===== config.mk =====
export PLATFORM = sky130hd
export DESIGN_NAME = pair_input_fifo
export DESIGN_NICKNAME = d
export VERILOG_FILES = /design/src/rtl/pair_input_fifo.sv
export SDC_FILE = /design/constraint.sdc
export NUM_CORES = 1
export LEC_CHECK = 0
export BUFFER_PORTS_ARGS = -buffer_cell sky130_fd_sc_hd__buf_2
export CELL_PAD_IN_SITES_DETAIL_PLACEMENT = 0
export CELL_PAD_IN_SITES_GLOBAL_PLACEMENT = 2
export CORE_UTILIZATION = 39
export DETAILED_ROUTE_END_ITERATION = 10
export MAX_ROUTING_LAYER = met4
export PLACE_DENSITY_LB_ADDON = 0.1
export SLEW_MARGIN = 20
export SYNTH_ARGS = -nofsm -noshare
export SYNTH_HDL_FRONTEND = slang
export SYNTH_SLANG_ARGS = --single-unit

===== constraint.sdc =====
create_clock -name clk -period 4.9 [get_ports clk]
set_input_delay 0.98 -clock clk [delete_from_list [all_inputs] [get_ports clk]]
set_output_delay 0.98 -clock clk [all_outputs]
set_load 0.005 [all_outputs]

===== src/rtl/pair_input_fifo.sv =====
// Output-stage register plus DEPTH-entry circular FIFO for coded bit-pair packets; 1-cycle bypass latency.
// in_ready drops when the FIFO holds DEPTH packets; packets offered then are dropped and flag overflow.
module pair_input_fifo #(
   parameter int PAIRS = 8,
   parameter int DEPTH = 4
) (
   input  logic                         clk,
   input  logic                         rst,
   input  logic                         flush,
   input  logic                         in_valid,
   output logic                         in_ready,
   input  logic [2*PAIRS-1:0]           data_in,
   input  logic                         renew,
   output logic                         out_valid,
   output logic [2*PAIRS-1:0]           bit_pairs,
   output logic [$clog2(DEPTH+1)-1:0]   level,
   output logic                         overflow
);

   localparam int W  = 2 * PAIRS;
   localparam int LW = $clog2(DEPTH + 1);
   localparam int PW = $clog2(DEPTH);
   localparam logic [LW-1:0] FULL_LEVEL = LW'(DEPTH);

   logic [W-1:0]  mem [DEPTH];
   logic [PW-1:0] wr_ptr;
   logic [PW-1:0] rd_ptr;
   logic          fifo_empty;
   logic          stage_free;
   logic          wr_acc;
   logic          bypass;
   logic          push;
   logic          pop;

   assign in_ready   = (level < FULL_LEVEL);
   assign fifo_empty = (level == '0);
   assign wr_acc     = in_valid && in_ready;
   // The output stage can take a packet when it is empty or being released this cycle.
   assign stage_free = renew || !out_valid;
   assign pop        = !fifo_empty && stage_free;
   assign bypass     = wr_acc && fifo_empty && stage_free;
   assign push       = wr_acc && !bypass;

   // Storage is not reset; pointers and level define which entries are live.
   always_ff @(posedge clk) begin
      if (rst && !flush && push) begin
         mem[wr_ptr] <= data_in;
      end
   end

   always_ff @(posedge clk) begin
      if (!rst || flush) begin
         wr_ptr    <= '0;
         rd_ptr    <= '0;
         level     <= '0;
         out_valid <= 1'b0;
         bit_pairs <= '0;
         overflow  <= 1'b0;
      end else begin
         if (push) begin
            wr_ptr <= wr_ptr + 1'b1;
         end
         if (pop) begin
            rd_ptr <= rd_ptr + 1'b1;
         end
         if (push && !pop) begin
            level <= level + 1'b1;
         end else if (pop && !push) begin
            level <= level - 1'b1;
         end
         // pop and bypass are exclusive: pop needs a non-empty FIFO, bypass an empty one.
         if (pop) begin
            bit_pairs <= mem[rd_ptr];
            out_valid <= 1'b1;
         end else if (bypass) begin
            bit_pairs <= data_in;
            out_valid <= 1'b1;
         end else if (renew) begin
            out_valid <= 1'b0;
         end
         if (in_valid && !in_ready) begin
            overflow <= 1'b1;
         end
      end
   end

endmodule


# == Word level (Yosys, flattened, before mapping) ==
# Memories as Yosys holds them, arrays and structs flattened. A register that Yosys moved wholly into a read port is not among the register bits.
# Index checks and enable logic that the tools add are counted.
# word_totals
wordCells,47
register_bits,25
memories,1
out_inout_bits,22
ram_bits,64
# memory_table
memory,words,width,rd,rd_clocked_by_memory_dff,wr,line,text
mem,4,16,1,1,1,25,logic [W-1:0] mem [DEPTH];
# op_classes
n_mux,11
magnitude_cmp,1
n_reduce_logical,24
n_addsub,4
# ops
op,n
$mux 16,2
$logic_and 1x1->1,10
$logic_not 1->1,8
$mux 3,2
$mux 1,5
$add 2x1->2 const B,2
$mux 2,2
$reduce_bool 2->1,2
$add 3x1->3 const B,1
$logic_not 3->1,1
$lt 3x3->1 const B,1
$reduce_bool 3->1,1
$sub 3x1->3 const B,1
$logic_or 1x1->1,2

# == Logic depth before layout (Yosys ltp) ==
# depth
word_depth,10
ltp_mapped,10
mapped_depth_nobuf,8

# == Worst setup path after synthesis ==
# No wires, ideal clock.
# synth_timing
kind,input -> register
start,in renew
end,reg level[2]
n_path_buf,1
arrival_time_ns,2.786
setup_ns,0.071
path_stages,9
path_slack_ns,2.044
path_cell_list,nand2b_1 > clkbuf_1 > a21oi_2 > ha_1 > inv_1 > fa_1 > xor2_1 > or3_1 > a21oi_1
# synth_via
elab_chain_cells,7
# synth_lines
element,line,text
start: declaration,13,"input logic renew,"
$logic_or 1x1->1 *,39,assign stage_free = renew || !out_valid;
$logic_and 1x1->1 *,41,assign bypass = wr_acc && fifo_empty && stage_free;
$logic_not 1->1 *,42,assign push = wr_acc && !bypass;
$logic_and 1x1->1 *,42,
via push,32,logic push;
$logic_not 1->1,68,end else if (pop && !push) begin
$logic_and 1x1->1,68,
$reduce_bool 2->1 (no source line),n/a,
end signal: assignment,67,level <= level + 1'b1;
end signal: assignment,69,level <= level - 1'b1;
end: declaration,16,"output logic [$clog2(DEPTH+1)-1:0] level,"
# Mark *: on every way through the listed nets, which the timed path passes. The rest lies on a longest branch.
# A chain may end at the register's enable or synchronous reset.

# == Worst setup path in the final report ==
# Same ends and word-level chain as after synthesis.

==> results.sh <==
export IMPL_fin_crit_sh_pct=56.6
export IMPL_die_x_um=97.8
export IMPL_synth_seq_area_share_pct=68.8
export IMPL_yosys_warnings=0
export IMPL_rsz0062_at_grt="no"
export IMPL_critPathMaxStageDelay_ns=0.42
export IMPL_cts_buffers=9
export IMPL_cp_end_kind="flip-flop"
export IMPL_violations="DRC"
export IMPL_drive_gt1_share_pct=30.4
export IMPL_r2r_slack_ns=2.41
export IMPL_cts_repair_resized=0
export IMPL_cts_tree="done"
export IMPL_path_max_fanout=7
export IMPL_place_hpwl_um=4080
export IMPL_power_uw=1790
export IMPL_avgSynthCellArea_sq_um=16.8
export IMPL_core_area_sq_um=8810
export IMPL_mostFrequentLayoutCells="edfxtp_1, buf_2, dfxtp_1, a21oi_1, mux2i_1"
export IMPL_first_global_vias=1965
export IMPL_worstHoldPathType="flip-flop to flip-flop"
export IMPL_area_delta_synth_final_pct=13.3
export IMPL_clk_pin_slew_ns=0.09
export IMPL_syn_num_nets=240
export IMPL_fin_tns_setup_ns=0
export IMPL_setup_violations=0
export IMPL_skew_ns=0.00872
export IMPL_drt_initial_drc_count=58
export IMPL_r2r_start="level[2]"
export IMPL_dieArea_sq_um=9560
export IMPL_clockRootBuffer="clkbuf_8"
export IMPL_first_pass_iters=7
export IMPL_crit_arrival_ns=3.05
export IMPL_routed_wl_um=6640
export IMPL_final_common_cell="edfxtp_1"
export IMPL_maxSlewViolCount=0
export IMPL_max_clock_freq_mhz=361
export IMPL_synth_area_leaders="edfxtp_1, dfxtp_1, mux4_2"
export IMPL_maxCapViolCount=0
export IMPL_drtAntennaViolNets=0
export IMPL_wire_per_inst_um=18.1
export IMPL_gp_congestion=0.659
export IMPL_post_cts_buffers=0
export IMPL_io_pins=43
export IMPL_hold_viol=0
export IMPL_antenna_cells=0
export IMPL_die_height_um=97.8
export IMPL_ff_latch_area_sq_um=2460
export IMPL_crit_slowest_cell="a21oi_2"
export IMPL_cts_buffer_depth=2
export IMPL_grt_use_total_pct=15.7
export IMPL_critPathRequiredTime_ns=5.18
export IMPL_layout_nets=282
export IMPL_cts_sinks=91
export IMPL_status="complete, but fails checks"
export IMPL_ys_types=27
export IMPL_synth_area_sq_um=3580
export IMPL_grt_remaining_overflow=0
export IMPL_grt_max_degree=33
export IMPL_htree_num_levels=3
export IMPL_row_count=34
export IMPL_grt_pass1_wl_um=10800
export IMPL_rr_worst_depth=8
export IMPL_cp_startpoint="renew"
export IMPL_start_kind="primary input"
export IMPL_multiInputGateArea_sq_um=996
export IMPL_r2r_end="level[2]"
export IMPL_crit_chain="buf_2 > nand2b_1 > a21oi_2 > ha_1 > inv_1 > fa_1 > xor2_1 > or3_1 > a21oi_1"
export IMPL_drcViolationCount=5
export IMPL_powerDensity_nw_per_um2=442
export IMPL_clkLatencyLatePin_ns=0.35
export IMPL_synth_largest_area_cell="edfxtp_1"
export IMPL_worst_slew_pin_slew_ns=0.868
export IMPL_place_inst=352
export IMPL_syn_inst=213
export IMPL_antenna_found_initial=0
export IMPL_cts_hold_buffers=0
export IMPL_start_util_pct=40.6
export IMPL_endpoint="level[2]"
export IMPL_route_detailed_vias_per_inst=5.11
export IMPL_relSlewSlack_pct=42.1
export IMPL_crit_type="primary input to flip-flop"
export IMPL_ys_ff_latch=91
export IMPL_layout_cells_non_filler=368
export IMPL_yosys_area_top_type_share_pct=53.7
export IMPL_period_needed_ns=2.77
export IMPL_portBuffers=42
export IMPL_vias=1882
export IMPL_filler_cell_count=793
export IMPL_p_leak_uw=0.00152
export IMPL_ir_drop_mv=0.159
## worst max-delay path: cells and delay by family
family	cells	cell delay, ns
adders and majority gates	2	0.62
buffers and inverters	2	0.15
AOI/OAI and AO/OA	2	0.55
and+or+nand+nor	2	0.59
xor gates and xnor gates	1	0.16
## layer usage
layer  part of all wire (%)  up-vias  track usage [%]
met4                    1.3        0             6.64
li1                       -      899                -
met5                      0        -                -
met3                    2.7        8             2.51
met2                     48       37             24.5
met1                     48      938             20.6
## cell usage after synthesis
master / n
o21ai_0: 3
dfxtp_1: 27
nor2_1: 10
edfxtp_1: 64
xor2_1: 4
buf_1: 1
nand3_1: 1
nor2b_1: 1
buf_4: 2
clkbuf_1: 4
xnor2_1: 1
buf_6: 4
o21a_4: 1
a21oi_2: 1
o21ai_1: 14
mux4_2: 16
nand2_8: 1
ha_1: 5
nand2b_1: 3
inv_1: 4
fa_1: 1
a21oi_1: 19
and3_1: 4
buf_12: 1
or3_1: 2
buf_2: 1
mux2i_1: 18
## area by class of cell
cell class                 instances  area share (%)
sequential                        91            60.7
multi-input combinational        105            24.6
timing repair buffer              44            5.56
clock buffer                      11            4.01
tap                              108            3.33
clock inverter                     5            1.42
inverter                           4           0.370
## flip-flops by register name (all words and copies together) (netlist names), named ones only
| register | count |
|---|---|
| mem | 64 |
| bit_pairs | 16 |
| level | 3 |
| rd_ptr | 2 |
| wr_ptr | 2 |
| out_valid | 1 |
| overflow | 1 |
## where the power goes
| group | leakage (uW) | switching, uW | internal [uW] | total [uW] |
|---|---|---|---|---|
| clock network | 0.000111 | 264 | 281 | 545 |
| registers | 0.000796 | 31.7 | 879 | 910 |
| logic | 0.000614 | 172 | 166 | 338 |
## through the flow
step | instance area [sq um] | worst slack, ns | utilization [%] | hold slack, ns
floorplan | 3580 | 2.04 | - | 0.460
global placement | 3830 | 1.82 | 43.5 | 0.450
detailed placement | 3830 | 1.77 | 43.5 | 0.462
CTS | 4050 | 2.13 | 46.0 | 0.482
global route | 4050 | 1.99 | 46.0 | 0.533
finish | 4050 | 2.13 | 46.0 | 0.479
## cell families after synthesis
family / synth area share (%)
xor gates and xnor gates: 1.22
AOI/OAI and AO/OA: 5.70
adders and majority gates: 2.31
and+or+nand+nor: 3.50
DFF: 68.8
muxes: 15.1
buffers and inverters: 3.32
## worst min-delay path by stage
stage	from	cells past startpoint	end	slack [ns]
floorplan	overflow	2	overflow	0.46
global placement	overflow	2	overflow	0.45
detailed placement	overflow	2	overflow	0.46
CTS	overflow	2	overflow	0.48
global route	bit_pairs[5]	2	bit_pairs[5]	0.53
finish	overflow	2	overflow	0.48
No activity file was read; power rests on OpenSTA's default activity.
